[src/rtl/fp_add_sched_pkg.sv]
`default_nettype none
// ============================================================================
//  Module      : fp_add_pkg
//  Description : Shared definitions for the FP adder scheduler: operand
//                field layout, requester state encoding and a subnormal
//                exponent test.
//  Revision    : 1.0  initial release
// ============================================================================
package fp_add_pkg;

  localparam int FP_W     = 37;
  localparam int EXP_MSB  = 35;
  localparam int EXP_LSB  = 28;
  localparam int SIGN_BIT = 36;
  localparam int MAN_W    = 28;

  typedef enum logic [1:0] {
    IDLE = 2'd0,
    BUSY = 2'd1,
    HOLD = 2'd2
  } req_state_t;

  // An all-zero exponent marks a zero/subnormal operand.
  function automatic logic is_subnormal(input logic [EXP_MSB-EXP_LSB:0] exp);
    return (exp == '0);
  endfunction

endpackage
`default_nettype wire

[src/rtl/fp_add_sched_if.sv]
`default_nettype none
// ============================================================================
//  Module      : fp_add_sched_if
//  Description : Requester-side bus of the FP adder scheduler. Operands and
//                results are packed, requester i at [i*FP_W +: FP_W].
//  Ports       : req_valid/req_ready/req_a/req_b  operation request
//                rsp_valid/rsp_ready/rsp_data     result return
//  Modports    : master = requester side, slave = scheduler side
//  Revision    : 1.0  initial release
// ============================================================================
interface fp_add_sched_if #(
  parameter int NREQ = 4
) ();
  import fp_add_pkg::*;

  logic [NREQ-1:0]      req_valid;
  logic [NREQ-1:0]      req_ready;
  logic [NREQ*FP_W-1:0] req_a;
  logic [NREQ*FP_W-1:0] req_b;
  logic [NREQ-1:0]      rsp_valid;
  logic [NREQ-1:0]      rsp_ready;
  logic [NREQ*FP_W-1:0] rsp_data;

  modport master (
    output req_valid, req_a, req_b, rsp_ready,
    input  req_ready, rsp_valid, rsp_data
  );

  modport slave (
    input  req_valid, req_a, req_b, rsp_ready,
    output req_ready, rsp_valid, rsp_data
  );

endinterface
`default_nettype wire

[src/rtl/fp_add_sched_rr_arbiter.sv]
`default_nettype none
// ============================================================================
//  Module      : rr_arbiter
//  Description : Combinational round-robin arbiter. Grants the first set
//                request at or after rr_ptr, searching upward with wrap.
//  Ports       : req     in   NREQ  request vector
//                rr_ptr  in   TAGW  highest-priority index
//                grant   out  NREQ  one-hot grant (zero when no request)
//  Revision    : 1.0  initial release
// ============================================================================
module rr_arbiter #(
  parameter int NREQ = 4,
  parameter int TAGW = $clog2(NREQ)
) (
  input  wire logic [NREQ-1:0] req,
  input  wire logic [TAGW-1:0] rr_ptr,
  output logic      [NREQ-1:0] grant
);

  logic            w_found;
  logic [TAGW-1:0] w_idx;

  always_comb begin
    grant   = '0;
    w_found = 1'b0;
    w_idx   = '0;
    for (int k = 0; k < NREQ; k++) begin
      w_idx = TAGW'((int'(rr_ptr) + k) % NREQ);
      if (!w_found && req[w_idx]) begin
        grant[w_idx] = 1'b1;
        w_found      = 1'b1;
      end
    end
  end

endmodule
`default_nettype wire

[src/rtl/fp_add_sched.sv]
`default_nettype none
// ============================================================================
//  Module      : fp_add_sched
//  Description : Round-robin scheduler sharing one fixed-latency FP adder core
//                among NREQ requesters. One issue per cycle; in-flight tags
//                follow the core latency and each sum lands in a per-requester
//                hold register drained with valid/ready.
//  Ports       : clk, rst                      clock, sync active-high reset
//                bus (fp_add_sched_if.slave)   requester request/response
//                core_valid/core_a/core_b      issue to adder core
//                core_res                      core sum, LAT after core_valid
//  Options     : FP_SUBNORM_BYPASS_EN - pairs of zero-exponent operands skip
//                the core and return a flush-to-zero result one cycle later.
//  Revision    : 1.0  initial release
// ============================================================================
module fp_add_sched
  import fp_add_pkg::*;
#(
  parameter int NREQ = 4,
  parameter int LAT  = 3
) (
  input  wire logic              clk,
  input  wire logic              rst,
  fp_add_sched_if.slave          bus,
  output logic                   core_valid,
  output logic      [FP_W-1:0]   core_a,
  output logic      [FP_W-1:0]   core_b,
  input  wire logic [FP_W-1:0]   core_res
);

  localparam int TAGW = $clog2(NREQ);

  req_state_t       r_state     [NREQ];
  req_state_t       w_state_nxt [NREQ];
  logic [TAGW-1:0]  r_rr_ptr;
  logic [NREQ-1:0]  w_elig;
  logic [NREQ-1:0]  w_grant;
  logic             w_any;
  logic [TAGW-1:0]  w_gidx;
  logic [FP_W-1:0]  w_a [NREQ];
  logic [FP_W-1:0]  w_b [NREQ];
  logic [FP_W-1:0]  w_ga;
  logic [FP_W-1:0]  w_gb;
  logic             w_byp;
  logic             w_issue;

  logic             r_core_valid;
  logic [FP_W-1:0]  r_core_a;
  logic [FP_W-1:0]  r_core_b;
  logic [TAGW-1:0]  r_issue_tag;

  // Tag pipeline is fed from the issue register, so its tail lines up with
  // core_res arriving LAT cycles after core_valid.
  logic [LAT-1:0]   r_pv;
  logic [TAGW-1:0]  r_pt [LAT];
  logic             w_cap_valid;
  logic [TAGW-1:0]  w_cap_tag;

  // --------------------------------------------------------------------------
  // Arbitration
  // --------------------------------------------------------------------------
  generate
    for (genvar i = 0; i < NREQ; i++) begin : g_unpack
      assign w_a[i]    = bus.req_a[i*FP_W +: FP_W];
      assign w_b[i]    = bus.req_b[i*FP_W +: FP_W];
      assign w_elig[i] = ~rst & bus.req_valid[i] & (r_state[i] == IDLE);
    end
  endgenerate

  rr_arbiter #(.NREQ(NREQ), .TAGW(TAGW)) u_arb (
    .req    (w_elig),
    .rr_ptr (r_rr_ptr),
    .grant  (w_grant)
  );

  assign w_any         = |w_grant;
  assign bus.req_ready = w_grant;

  always_comb begin
    w_gidx = '0;
    for (int i = 0; i < NREQ; i++) begin
      if (w_grant[i]) w_gidx = TAGW'(i);
    end
  end

  assign w_ga = w_a[w_gidx];
  assign w_gb = w_b[w_gidx];

`ifdef FP_SUBNORM_BYPASS_EN
  logic [FP_W-1:0] w_flush;
  assign w_byp   = w_any & is_subnormal(w_ga[EXP_MSB:EXP_LSB])
                         & is_subnormal(w_gb[EXP_MSB:EXP_LSB]);
  assign w_flush = {w_ga[SIGN_BIT] & w_gb[SIGN_BIT],
                    {(EXP_MSB-EXP_LSB+1){1'b0}}, {MAN_W{1'b0}}};
`else
  assign w_byp = 1'b0;
`endif

  assign w_issue = w_any & ~w_byp;

  always_ff @(posedge clk) begin
    if (rst) begin
      r_rr_ptr <= '0;
    end else if (w_any) begin
      r_rr_ptr <= (w_gidx == TAGW'(NREQ-1)) ? '0 : w_gidx + 1'b1;
    end
  end

  // --------------------------------------------------------------------------
  // Issue register; operands hold their last value between issues
  // --------------------------------------------------------------------------
  always_ff @(posedge clk) begin
    if (rst) begin
      r_core_valid <= 1'b0;
      r_core_a     <= '0;
      r_core_b     <= '0;
      r_issue_tag  <= '0;
    end else begin
      r_core_valid <= w_issue;
      if (w_issue) begin
        r_core_a    <= w_ga;
        r_core_b    <= w_gb;
        r_issue_tag <= w_gidx;
      end
    end
  end

  assign core_valid = r_core_valid;
  assign core_a     = r_core_a;
  assign core_b     = r_core_b;

  // --------------------------------------------------------------------------
  // Tag pipeline
  // --------------------------------------------------------------------------
  always_ff @(posedge clk) begin
    if (rst) begin
      r_pv <= '0;
      for (int k = 0; k < LAT; k++) r_pt[k] <= '0;
    end else begin
      r_pv[0] <= r_core_valid;
      r_pt[0] <= r_issue_tag;
      for (int k = 1; k < LAT; k++) begin
        r_pv[k] <= r_pv[k-1];
        r_pt[k] <= r_pt[k-1];
      end
    end
  end

  assign w_cap_valid = r_pv[LAT-1];
  assign w_cap_tag   = r_pt[LAT-1];

  // --------------------------------------------------------------------------
  // Per-requester state machine
  // --------------------------------------------------------------------------
  always_ff @(posedge clk) begin
    if (rst) begin
      for (int i = 0; i < NREQ; i++) r_state[i] <= IDLE;
    end else begin
      for (int i = 0; i < NREQ; i++) r_state[i] <= w_state_nxt[i];
    end
  end

  always_comb begin
    for (int i = 0; i < NREQ; i++) begin
      w_state_nxt[i] = r_state[i];
      case (r_state[i])
        IDLE:    if (w_grant[i]) w_state_nxt[i] = w_byp ? HOLD : BUSY;
        BUSY:    if (w_cap_valid && (w_cap_tag == TAGW'(i))) w_state_nxt[i] = HOLD;
        // Leaving HOLD returns to IDLE first, so no same-cycle re-grant.
        HOLD:    if (bus.rsp_ready[i]) w_state_nxt[i] = IDLE;
        default: w_state_nxt[i] = IDLE;
      endcase
    end
  end

  // --------------------------------------------------------------------------
  // Hold registers; only written outside HOLD, so data is stable while valid
  // --------------------------------------------------------------------------
  generate
    for (genvar i = 0; i < NREQ; i++) begin : g_hold
      logic [FP_W-1:0] r_hold;

      always_ff @(posedge clk) begin
        if (rst) begin
          r_hold <= '0;
        end else if (w_cap_valid && (w_cap_tag == TAGW'(i))) begin
          r_hold <= core_res;
`ifdef FP_SUBNORM_BYPASS_EN
        end else if (w_grant[i] && w_byp) begin
          r_hold <= w_flush;
`endif
        end
      end

      assign bus.rsp_data[i*FP_W +: FP_W] = r_hold;
      assign bus.rsp_valid[i]             = (r_state[i] == HOLD);
    end
  endgenerate

endmodule
`default_nettype wire
[src/flat_wrapper.sv]
// flat-port wrapper written by rule: the top's interface ports become plain ports
module fp_add_sched_flat import fp_add_pkg::*;
#(
  parameter int NREQ = 4,
  parameter int LAT  = 3
)
  (clk, rst, core_valid, core_a, core_b, core_res, bus_req_valid, bus_req_a, bus_req_b, bus_rsp_ready, bus_req_ready, bus_rsp_valid, bus_rsp_data);
  fp_add_sched_if #(.NREQ(NREQ)) bus_i ();
  input  wire logic clk;
  input  wire logic rst;
  output logic core_valid;
  output logic      [FP_W-1:0] core_a;
  output logic      [FP_W-1:0] core_b;
  input  wire logic [FP_W-1:0] core_res;
  input wire logic [$bits(bus_i.req_valid)-1:0] bus_req_valid;
  input wire logic [$bits(bus_i.req_a)-1:0] bus_req_a;
  input wire logic [$bits(bus_i.req_b)-1:0] bus_req_b;
  input wire logic [$bits(bus_i.rsp_ready)-1:0] bus_rsp_ready;
  output wire logic [$bits(bus_i.req_ready)-1:0] bus_req_ready;
  output wire logic [$bits(bus_i.rsp_valid)-1:0] bus_rsp_valid;
  output wire logic [$bits(bus_i.rsp_data)-1:0] bus_rsp_data;
  assign bus_i.req_valid = bus_req_valid;
  assign bus_i.req_a = bus_req_a;
  assign bus_i.req_b = bus_req_b;
  assign bus_i.rsp_ready = bus_rsp_ready;
  assign bus_req_ready = bus_i.req_ready;
  assign bus_rsp_valid = bus_i.rsp_valid;
  assign bus_rsp_data = bus_i.rsp_data;
  fp_add_sched #(.NREQ(NREQ), .LAT(LAT)) u_core (.clk(clk), .rst(rst), .bus(bus_i), .core_valid(core_valid), .core_a(core_a), .core_b(core_b), .core_res(core_res));
endmodule
[config.mk]
export PLATFORM = sky130hd
export DESIGN_NAME = fp_add_sched_flat
export DESIGN_NICKNAME = d
export VERILOG_FILES = /design/src/rtl/fp_add_sched_pkg.sv /design/src/rtl/fp_add_sched_if.sv /design/src/rtl/fp_add_sched_rr_arbiter.sv /design/src/rtl/fp_add_sched.sv /design/src/flat_wrapper.sv
export SDC_FILE = /design/constraint.sdc
export NUM_CORES = 1
export LEC_CHECK = 0
export CORE_AREA = 2 2 226 228
export CTS_BUF_LIST = sky130_fd_sc_hd__clkbuf_4
export DETAILED_ROUTE_END_ITERATION = 8
export DIE_AREA = 0 0 228 230
export PLACE_DENSITY = 0.51
export RECOVER_POWER = 100
export SETUP_SLACK_MARGIN = 0.15
export SYNTH_ARGS = -nofsm -noshare
export SYNTH_HDL_FRONTEND = slang
export SYNTH_SLANG_ARGS = --single-unit
export TNS_END_PERCENT = 100
[constraint.sdc]
create_clock -name clk -period 5.1 [get_ports clk]
set_input_delay 1.02 -clock clk [delete_from_list [all_inputs] [get_ports clk]]
set_output_delay 1.02 -clock clk [all_outputs]
set_load 0.02 [all_outputs]
* After elaboration in Yosys (flattened, before gate mapping)
Memory sizes are Yosys's and may differ from the RTL's.
Cells that the tools add are included.
** Operators by class
- Add/subtract/negate cells :: 4
- Mux-type cells :: 59
- Reduce and logical (&&, ||, !) cells :: 20
- Bitwise logic cells :: 20
- $lt $le $gt $ge :: 9
- Eq/ne operators :: 12
** Operator list (number)
- $bmux 37 s2 :: 2
- $mux 37 :: 4
- $mux 2 :: 22
- $pmux 2 s3 :: 4
- $mux 4 :: 4
- $mux 1 :: 15
- $eq 2x2->1 const B :: 7
- $lt 2x3->1 const B :: 4
- $or 4x4->4 :: 3
- $logic_and 1x1->1 :: 11
- $eq 2x1->1 const B :: 5
- $logic_not 2->1 :: 5
- $and 1x1->1 :: 8
- $bmux 1 s2 :: 4
- $demux 1 s2 :: 4
- $ge 2x1->1 const B :: 4
- $or 1x1->1 :: 7
- $add 2x1->2 const B :: 2
- $add 2x2->2 const B :: 2
- $reduce_or 4->1 :: 1
- $ge 3x3->1 const B :: 1
- $logic_not 1->1 :: 3
- $not 2->3 :: 1
- $not 1->1 :: 1
** Storage, ports and cells
- Output and inout bits :: 231
- Memory bits (writable) :: 14
- Word-level logic and storage cells :: 136
- Memories :: 2
- Register bits after elaboration :: 230
- Input port bits :: 343
** Memories
- u_core.r_state :: words 4, bits a word 2, rd ports 4, clocked after memory_dff 0, write ports 4, line fp_add_sched.sv:33 : req_state_t r_state [NREQ];
- u_core.r_pt :: words 3, bits a word 2, rd ports 3, clocked after memory_dff 0, write ports 3, line fp_add_sched.sv:55 : logic [TAGW-1:0] r_pt [LAT];

* Logic depth before layout (Yosys ltp)
Gate-level depths: netlist of run 1.
- Depth in word-level cells :: 22
- Depth in mapped cells :: 12
- Gate-level depth less buffers :: 10

* By module
A second synthesis of run 1 with hierarchy kept.
** Unflattened totals
- Cell total of the unflattened synthesis :: 1183
- Area total of the unflattened synthesis :: 10112.2 sq um
** Modules (own cells, without submodules)
- fp_add_sched :: seq. area each 4884.7 sq um, instances 1, area an instance 9774.4 sq um, cells each 1147
- rr_arbiter :: seq. area each 0.0 sq um, instances 1, area an instance 337.8 sq um, cells each 36

* Worst setup path after synthesis of run 1
OpenSTA, ideal clock, no wires.
- Path kind :: in2out
- Start point :: in rst
- End point :: out bus_req_ready[3]
- Stages on the path :: 9
- Data required time :: 4.080 ns
- Path slack :: 1.007 ns
- Arrival time :: 3.073 ns
- Cells stage by stage :: buf_6 -> or4b_4 -> and3_1 -> o21ai_2 -> o41ai_4 -> a211oi_2 -> buf_2 -> clkbuf_1 -> inv_2
** On the way
- Longest elaborated chain between the ends :: 15
** Ends and longest elaborated chain
- start, declared :: line flat_wrapper.sv:10 : input wire logic rst;
- $not 1->1 * :: line fp_add_sched.sv:66 : assign w_elig[i] = ~rst & bus.req_valid[i] & (r_state[i] == IDLE);
- $and 1x1->1 (2 in series) :: line fp_add_sched.sv:66
- $bmux 1 s2 :: line fp_add_sched_rr_arbiter.sv:29 : if (!w_found && req[w_idx]) begin
- $mux 1 (not written as such) :: line fp_add_sched_rr_arbiter.sv:29
- $mux 1 :: line fp_add_sched_rr_arbiter.sv:29
- $logic_not 1->1 :: line fp_add_sched_rr_arbiter.sv:29
- $logic_and 1x1->1 :: line fp_add_sched_rr_arbiter.sv:29
- $mux 1 :: line fp_add_sched_rr_arbiter.sv:29
- $logic_not 1->1 :: line fp_add_sched_rr_arbiter.sv:29
- $logic_and 1x1->1 :: line fp_add_sched_rr_arbiter.sv:29
- $mux 1 :: line fp_add_sched_rr_arbiter.sv:29
- $logic_not 1->1 :: line fp_add_sched_rr_arbiter.sv:29
- $logic_and 1x1->1 :: line fp_add_sched_rr_arbiter.sv:29
- $mux 4 * :: line fp_add_sched_rr_arbiter.sv:29
- end, declared :: line flat_wrapper.sv:19 : output wire logic [$bits(bus_i.req_ready)-1:0] bus_req_ready;
Mark *: on every way between the ends. The rest lies on a longest branch, timed or not. The select of a mux whose other input is x is not followed.

* Worst setup path in the final report of run 1
- Start point :: in bus_req_valid[1]
- End point :: out bus_req_ready[3]
** On the way
- Longest elaborated chain between the ends :: 14
** Ends and longest elaborated chain
- start, declared :: line flat_wrapper.sv:15 : input wire logic [$bits(bus_i.req_valid)-1:0] bus_req_valid;
- $and 1x1->1 * (2 in series) :: line fp_add_sched.sv:66
- $bmux 1 s2 :: line fp_add_sched_rr_arbiter.sv:29
- $mux 1 (not written as such) :: line fp_add_sched_rr_arbiter.sv:29
- $mux 1 :: line fp_add_sched_rr_arbiter.sv:29
- $logic_not 1->1 :: line fp_add_sched_rr_arbiter.sv:29
- $logic_and 1x1->1 :: line fp_add_sched_rr_arbiter.sv:29
- $mux 1 :: line fp_add_sched_rr_arbiter.sv:29
- $logic_not 1->1 :: line fp_add_sched_rr_arbiter.sv:29
- $logic_and 1x1->1 :: line fp_add_sched_rr_arbiter.sv:29
- $mux 1 :: line fp_add_sched_rr_arbiter.sv:29
- $logic_not 1->1 :: line fp_add_sched_rr_arbiter.sv:29
- $logic_and 1x1->1 :: line fp_add_sched_rr_arbiter.sv:29
- $mux 4 * :: line fp_add_sched_rr_arbiter.sv:29
Marked as above.

==> PnR_summary.wiki, run 1 <==
{| class="wikitable"
! Metric !! Value
|-
| Final Cell Area || 0.0181 mm^2
|-
| Most common flop cell mapped by yosys || dfxtp_1
|-
| Drc violations || 0
|-
| Gate power share || 0.516
|-
| Delay of the slowest cell on the worst path || 640 ps
|-
| R2r setup slk || 560 ps
|-
| Via density per instance || 4.61
|-
| X dimension of the die || 228 um
|-
| Root cell of the clock tree || clkbuf_4
|-
| Netlist Area Pre-Place || 0.0107 mm^2
|-
| Total track usage || 0.191
|-
| List of cells traversed by the critical path || clkdlybuf4s50_1 -> nor4b_2 -> nand2b_1 -> mux2_1 -> o41ai_4 -> buf_4 -> a211oi_4 -> inv_2 -> clkdlybuf4s50_1
|-
| Worst reg2reg startpoint || u_core.r_rr_ptr[0]
|-
| Worst clock skew || 33.7 ps
|-
| Most common cell after layout, fill and taps aside || clkdlybuf4s50_1
|-
| Final routed wire length divided by cell count || 20.9 um
|-
| Minimum hold slack || 416 ps
|-
| Number of placed I/O pins || 574
|-
| Count of mapped cells out of synthesis || 1206
|-
| TritonCTS clock tree || done
|-
| CTS Buf Count || 75
|-
| Synth Register Bits || 244
|-
| Min-Delay Path Depth || 2
|-
| Number of antenna violations at the first check in global routing || 15
|-
| Post-synth EDFFs || 0
|-
| Pleak || 7.22 nW
|-
| Min-delay src || u_core.r_issue_tag[1]
|-
| Unrepaired setup endpoints after global routing || false
|-
| Violation count after the first detailed-route iteration || 592
|-
| Total count of hold-check failures in the final report || 0
|-
| Met2 usage || 0.322
|-
| Run status || complete, but fails checks
|-
| Crit path required time || 4080 ps
|-
| Violated checks || max-capacitance violations, max-slew violations
|-
| Clock transition at path regs || 60 ps
|-
| Die span in y || 230 um
|-
| Class of the most critical setup path || in -> out
|-
| Launching instance or port of the critical path || bus_req_valid[1]
|-
| Critical Path Fanout Max || 6
|-
| Hold Path Class || reg -> reg
|-
| Synth warnings || 0
|-
| Number of nets in the layout || 2120
|-
| Final worst path period share || 0.943
|-
| Vias in the first global route || 11500
|-
| Placed wire-length estimate after detailed placement || 38.7 mm
|-
| Clock tree sinks || 244
|-
| Nature of the critical path endpoint || output pin
|-
| Post-route ant nets || 0
|-
| Met1 usage in global routing || 0.208
|-
| Number of buffers between clock root and the deepest sink || 3
|-
| Final count of negative-setup-slack endpoints || 0
|-
| Endpoint with the worst hold slack || u_core.r_pt[0][1]
|-
| Share of power burned in registers || 0.258
|-
| Library cells used by synthesis || 49
|-
| Number of rows created at floorplan || 82
|-
| Number of buffers inserted by port buffering || 573
|-
| GR peak layer || met2
|-
| Post-Route Utilization || 0.362
|-
| Minimum period implied by the final worst setup slack || 4810 ps
|-
| PD cells || 517 mW/mm^2
|-
| Sequential area share after synthesis || 0.455
|-
| Mean instance size in the synthesized netlist || 8.89 um^2
|-
| Final WL || 52.4 mm
|-
| Internal power || 0.00526 W
|-
| Area growth from synthesis to layout || 68.4%
|-
| Max capacitance violation total || 8
|-
| Sw Share || 0.436
|-
| Core area || 0.0499 mm^2
|-
| Highest-count cells in the layout ignoring fill and taps || 343 x clkdlybuf4s50_1, 306 x nand2_1, 244 x dfxtp_1
|-
| Count of fill cells added during filler insertion || 5199
|-
| Met3 Usage GRT || 0.0688
|-
| Total power draw || 0.00933 W
|-
| DP Area || 0.0170 mm^2
|-
| Part of the total power dissipated in the clock network || 0.226
|-
| Effective utilization at floorplan || 0.215
|-
| Startpoint class of the critical path || input pin
|-
| Switching power summed over all nets || 0.00407 W
|-
| Async set-or-reset flop fraction in the synthesized netlist || 0
|-
| VDD IR-drop max || 0.620 mV
|-
| Final weighted congestion in routability-driven placement || 0.868
|-
| Post-synthesis net count || 1558
|-
| Worst r2r dst || u_core.r_rr_ptr[1]
|-
| Global-route wire length before repair || 74.9 mm
|-
| Drt first pass iters || 4
|-
| Largest net degree at the start of global routing || 80
|-
| Achievable Freq || 0.208 GHz
|-
| Critical-path cell with the highest stage delay || clkdlybuf4s50_1
|-
| Die Area || 0.0524 mm^2
|-
| Least-Margin Pin Slew || 3100 ps
|-
| Most common cell type on the critical path || clkdlybuf4s50_1
|-
| Number of H-tree levels || 3
|-
| Ratio of cells with drive above 1 in the final layout || 0.120
|-
| Worst reg2reg path depth || 11
|-
| Total negative slack for setup checks || 0 ps
|-
| Insertion delay of the later-clocked pin in the worst-skew pair || 780 ps
|-
| Global route overflow || 0
|-
| Max Slew Vio Count || 339
|-
| Vias || 11500
|-
| Arrival time of data at the critical path endpoint || 3790 ps
|-
| Max_slew headroom || -1.07
|}
## repair_timing
action / 4_1_cts / 5_1_grt
setup buffers: 0 / 2
hold buffers: 0 / 0
endpoints found under the setup margin: 0 / 2
gates resized for setup: 0 / 3
## power groups by stage
stage	clock network [W]	registers [W]	logic [W]
after floorplan	0	0.00272	0.00294
after global placement	0	0.00245	0.00486
after detailed placement	0	0.00246	0.00489
after CTS	0.00220	0.00242	0.00491
after global routing	0.00230	0.00244	0.00514
final	0.00211	0.00241	0.00481
## metrics by stage
| stage | instances | setup slack (ps) |
|---|---|---|
| after floorplan | 1206 | 1010 |
| after global placement | 2361 | 368 |
| after detailed placement | 2361 | 238 |
| after CTS | 2496 | 189 |
| after global routing | 2503 | 93.8 |
| final | 2506 | 293 |
## worst max-delay path by stage
stage	end	slack, ps	cells past startpoint
after global routing	u_core.r_rr_ptr[1]	90	11
after CTS	bus_req_ready[3]	190	7
after detailed placement	bus_req_ready[1]	240	8
after global placement	bus_req_ready[1]	370	8
final	bus_req_ready[3]	290	9
after floorplan	bus_req_ready[3]	1010	9
## critical path: cells and delay by family
family | cells | cell delay, ps
multiplexers | 1 | 370
buffers and inverters | 4 | 1400
AO/OA/AOI/OAI | 2 | 420
AND/OR/NAND/NOR | 2 | 580
## final cells by class
type	instances	area, um^2	area share
multi-input combinational	844	5360	0.296
clock inverter	20	174	0.00963
timing repair buffer	592	5890	0.326
sequential	244	4880	0.270
antenna	8	20.0	0.00111
inverter	11	41.3	0.00229
tap	672	841	0.0465
clock buffer	115	863	0.0478
## routing by layer
metal,up-vias,part of all wire
met1,5368,0.37
met3,104,0.092
met4,12,0.048
met5,-,0.0015
li1,5505,-
met2,555,0.48
## sequential cells by signal, indices dropped and copies added (netlist names)
| register | count |
|---|---|
| u_core.r_issue_tag | 2 |
| u_core.core_valid | 1 |
| u_core.r_pv | 3 |
| u_core.g_hold.r_hold | 148 |
| u_core.core_b | 37 |
| u_core.core_a | 37 |
| u_core.r_state | 8 |
| u_core.r_pt | 6 |
| u_core.r_rr_ptr | 2 |
## Yosys cell counts, types with 2 or more instances
| cell type | n | area (um^2) |
|---|---|---|
| nor4b_1 | 2 | 17.5 |
| inv_2 | 3 | 11.3 |
| clkbuf_1 | 75 | 282 |
| a21o_1 | 3 | 22.5 |
| or2_2 | 2 | 12.5 |
| o31ai_1 | 2 | 15.0 |
| a211oi_1 | 14 | 105 |
| inv_1 | 8 | 30.0 |
| nor3_1 | 76 | 380 |
| mux4_2 | 3 | 67.6 |
| a211oi_2 | 61 | 763 |
| nor3b_1 | 2 | 15.0 |
| buf_2 | 10 | 50.1 |
| a22o_1 | 3 | 26.3 |
| o21ai_0 | 3 | 15.0 |
| a21oi_1 | 153 | 766 |
| mux2i_1 | 74 | 741 |
| and3_1 | 2 | 12.5 |
| nor2b_1 | 12 | 75.1 |
| nor2_1 | 15 | 56.3 |
| nand2_1 | 307 | 1150 |
| ha_1 | 9 | 113 |
| nand2b_1 | 3 | 18.8 |
| nor4b_2 | 3 | 45.0 |
| o221ai_1 | 74 | 648 |
| dfxtp_1 | 244 | 4880 |
| o211a_1 | 2 | 20.0 |
| buf_6 | 11 | 124 |
| buf_1 | 10 | 37.5 |
## kinds of logic (layout without fill, tap and decap cells)
logic type      after synthesis  after routing  synth area share
simple gates                433            433             0.176
other cells                   0              8                 0
compound gates              324            324             0.231
flops                       244            244             0.455
mux                          78             78            0.0764
buf+inv                     118            738            0.0505
fa+ha+maj                     9              9            0.0105
Power figures use the tool's default switching activity.
==> run 2: changes to the inputs <==
--- a/config.mk
+++ b/config.mk
@@ -5,11 +5,13 @@
 export SDC_FILE = /design/constraint.sdc
 export NUM_CORES = 1
 export LEC_CHECK = 0
+export CELL_PAD_IN_SITES_DETAIL_PLACEMENT = 1
+export CELL_PAD_IN_SITES_GLOBAL_PLACEMENT = 1
 export CORE_AREA = 2 2 226 228
 export CTS_BUF_LIST = sky130_fd_sc_hd__clkbuf_4
 export DETAILED_ROUTE_END_ITERATION = 8
 export DIE_AREA = 0 0 228 230
-export PLACE_DENSITY = 0.51
+export PLACE_DENSITY = 0.67
 export RECOVER_POWER = 100
 export SETUP_SLACK_MARGIN = 0.15
 export SYNTH_ARGS = -nofsm -noshare
==> PnR_summary.wiki, run 2 (synthesis gave the netlist of run 1 again) <==
{| class="wikitable"
! Metric !! Value
|-
| Root cell of the clock tree || clkbuf_4 (unchanged)
|-
| Violation count after the first detailed-route iteration || 433 (was 592)
|-
| Count of fill cells added during filler insertion || 5907 (was 5199)
|-
| Achievable Freq || 0.206 GHz (was 0.208 GHz)
|-
| Delay of the slowest cell on the worst path || 680 ps (was 640 ps)
|-
| Highest-count cells in the layout ignoring fill and taps || 342 x clkdlybuf4s50_1, 306 x nand2_1, 243 x dfxtp_1 (was 343 x clkdlybuf4s50_1, 306 x nand2_1, 244 x dfxtp_1)
|-
| Die Area || 0.0524 mm^2 (unchanged)
|-
| Number of nets in the layout || 2121 (was 2120)
|-
| Global route overflow || 0 (unchanged)
|-
| Largest delay share family, worst path || buffers and inverters (unchanged)
|-
| Effective utilization at floorplan || 0.215 (unchanged)
|-
| Hold Path Class || reg -> reg (unchanged)
|-
| Die span in y || 230 um (unchanged)
|-
| Endpoint with the worst hold slack || u_core.r_pv[2] (was u_core.r_pt[0][1])
|-
| Total negative slack for setup checks || 0 ps (unchanged)
|-
| Most common cell after layout, fill and taps aside || clkdlybuf4s50_1 (unchanged)
|-
| Worst reg2reg startpoint || u_core.r_rr_ptr[1] (was u_core.r_rr_ptr[0])
|-
| Number of buffers between clock root and the deepest sink || 3 (unchanged)
|-
| Final weighted congestion in routability-driven placement || 0.905 (was 0.868)
|-
| Post-route ant nets || 0 (unchanged)
|-
| Post-route insts no fill || 2500 (was 2506)
|-
| Via density per instance || 4.70 (was 4.61)
|-
| Clock tree sinks || 244 (unchanged)
|-
| Minimum period implied by the final worst setup slack || 4850 ps (was 4810 ps)
|-
| Post-CTS Setup Inserts || 0 (unchanged)
|-
| Startpoint class of the critical path || input pin (unchanged)
|-
| Vias in the first global route || 12500 (was 11500)
|-
| Number of rows created at floorplan || 82 (unchanged)
|-
| Ratio of cells with drive above 1 in the final layout || 0.0879 (was 0.120)
|-
| Total track usage || 0.211 (was 0.191)
|-
| Worst clock skew || 31.1 ps (was 33.7 ps)
|-
| Max_slew headroom || -1.64 (was -1.07)
|-
| Number of buffers inserted by port buffering || 573 (unchanged)
|-
| Max capacitance violation total || 4 (was 8)
|-
| Global-route wire length before repair || 82.4 mm (was 74.9 mm)
|-
| Min-Delay Path Depth || 1 (was 2)
|-
| Post-Route Utilization || 0.354 (was 0.362)
|-
| Total count of hold-check failures in the final report || 0 (unchanged)
|-
| Placed wire-length estimate after detailed placement || 43.1 mm (was 38.7 mm)
|-
| Min-delay src || u_core.r_pv[1] (was u_core.r_issue_tag[1])
|-
| TritonCTS clock tree || done (unchanged)
|-
| Pleak || 7.11 nW (was 7.22 nW)
|-
| Final count of negative-setup-slack endpoints || 0 (unchanged)
|-
| Worst reg2reg path depth || 10 (was 11)
|-
| Max Slew Vio Count || 214 (was 339)
|-
| Final worst path period share || 0.952 (was 0.943)
|-
| Total power draw || 0.00882 W (was 0.00933 W)
|-
| Clock transition at path regs || 60 ps (about the same)
|-
| Final routed wire length divided by cell count || 22.8 um (was 20.9 um)
|-
| Drc violations || 0 (unchanged)
|-
| PD cells || 500 mW/mm^2 (was 517 mW/mm^2)
|-
| Minimum hold slack || 445 ps (was 416 ps)
|-
| Crit path required time || 4080 ps (about the same)
|-
| Core area || 0.0499 mm^2 (unchanged)
|-
| Number of placed instances, taps included || 2363 (was 2361)
|-
| Insertion delay of the later-clocked pin in the worst-skew pair || 770 ps (was 780 ps)
|-
| VDD IR-drop max || 0.379 mV (was 0.620 mV)
|-
| Worst r2r dst || u_core.core_b[19] (was u_core.r_rr_ptr[1])
|-
| CTS Buf Count || 76 (was 75)
|-
| Number of placed I/O pins || 574 (unchanged)
|-
| Largest net degree at the start of global routing || 88 (was 80)
|-
| Unrepaired setup endpoints after global routing || false (unchanged)
|-
| Violated checks || max-capacitance violations, max-slew violations (unchanged)
|-
| Least-Margin Pin Slew || 3960 ps (was 3100 ps)
|-
| Worst path buffer plus inverter count || 3 (was 4)
|-
| X dimension of the die || 228 um (unchanged)
|-
| R2r setup slk || 700 ps (was 560 ps)
|-
| Arrival time of data at the critical path endpoint || 3830 ps (was 3790 ps)
|-
| Number of antenna violations at the first check in global routing || 24 (was 15)
|-
| Area growth from synthesis to layout || 64.6% (was 68.4%)
|-
| Critical Path Fanout Max || 7 (was 6)
|-
| List of cells traversed by the critical path || clkdlybuf4s50_1 -> nor4b_4 -> nand2_1 -> mux4_2 -> nor3b_1 -> a211oi_4 -> inv_2 -> dlygate4sd3_1 (was clkdlybuf4s50_1 -> nor4b_2 -> nand2b_1 -> mux2_1 -> o41ai_4 -> buf_4 -> a211oi_4 -> inv_2 -> clkdlybuf4s50_1)
|-
| Run status || complete, but fails checks (unchanged)
|-
| Biggest register || u_core.g_hold.r_hold (unchanged)
|-
| Vias || 11800 (was 11500)
|-
| Number of H-tree levels || 3 (unchanged)
|-
| Critical-path cell with the highest stage delay || dlygate4sd3_1 (was clkdlybuf4s50_1)
|-
| Class of the most critical setup path || in -> out (unchanged)
|-
| Largest register FFs || 148 (unchanged)
|-
| Final WL || 56.9 mm (was 52.4 mm)
|-
| Drt first pass iters || 5 (was 4)
|-
| Nature of the critical path endpoint || output pin (unchanged)
|}
==> run 2: per-layer routing <==
| metal | vias to the layer above | GRT usage | part of all wire |
|---|---|---|---|
| li1 | 5497 | - | - |
| met3 | 125 | 0.0718 | 0.080 |
| met1 | 5588 | 0.220 | 0.37 |
| met5 | - | 0 | 0.0025 |
| met2 | 530 | 0.366 | 0.50 |
| met4 | 20 | 0.131 | 0.052 |
==> run 2: worst reg2reg max path: cells and delay by family, from the launching register on <==
kind	cells	cell delay (ps)
AND/OR/NAND/NOR	3	1590
multiplexers	1	390
buffers and inverters	2	730
flip-flops	1	460
adder cells (fa/ha/maj)	1	420
AO/OA/AOI/OAI	3	660
==> run 2: through the flow <==
stage,cell area [um^2],worst slack (ps)
2_1_floorplan,10700,1010
3_3_place_gp,17000,163
3_5_place_dp,17000,63.7
4_1_cts,18000,160
5_1_grt,17600,123
6_report,17700,247
==> run 2: power by group <==
part / switching (W) / total, W / internal (W)
logic: 0.00277 / 0.00446 / 0.00169
clock network: 0.000940 / 0.00194 / 0.00100
registers: 0.000184 / 0.00242 / 0.00224
==> run 2: how the worst max path moves through the flow <==
| stage | from | endpoint | slack [ps] | cells past startpoint |
|---|---|---|---|---|
| after floorplan | rst | bus_req_ready[3] | 1010 | 9 |
| after global placement | bus_req_valid[2] | u_core.core_b[8] | 160 | 11 |
| after detailed placement | bus_req_valid[2] | u_core.core_b[25] | 60 | 12 |
| after CTS | bus_req_valid[1] | bus_req_ready[1] | 160 | 8 |
| after global routing | bus_req_valid[2] | bus_req_ready[1] | 120 | 8 |
| final | bus_req_valid[0] | bus_req_ready[3] | 250 | 8 |
==> run 2: final cells by class <==
class | count | area, um^2 | share of cell area
flip-flops and latches | 244 | 4890 | 0.277
well taps | 672 | 841 | 0.0476
repair buffers | 592 | 5880 | 0.333
clock inverters | 23 | 119 | 0.00673
inverters | 11 | 41.3 | 0.00234
diodes | 8 | 20.0 | 0.00113
multi-input cells | 844 | 5070 | 0.287
clock buffers | 106 | 796 | 0.0451
==> run 2: timing repair <==
action / CTS / global route
endpoints found under the setup margin: 0 / 3
hold endpoints to repair: 0 / 0
hold buffers: 0 / 0
gates resized for setup: 0 / 3
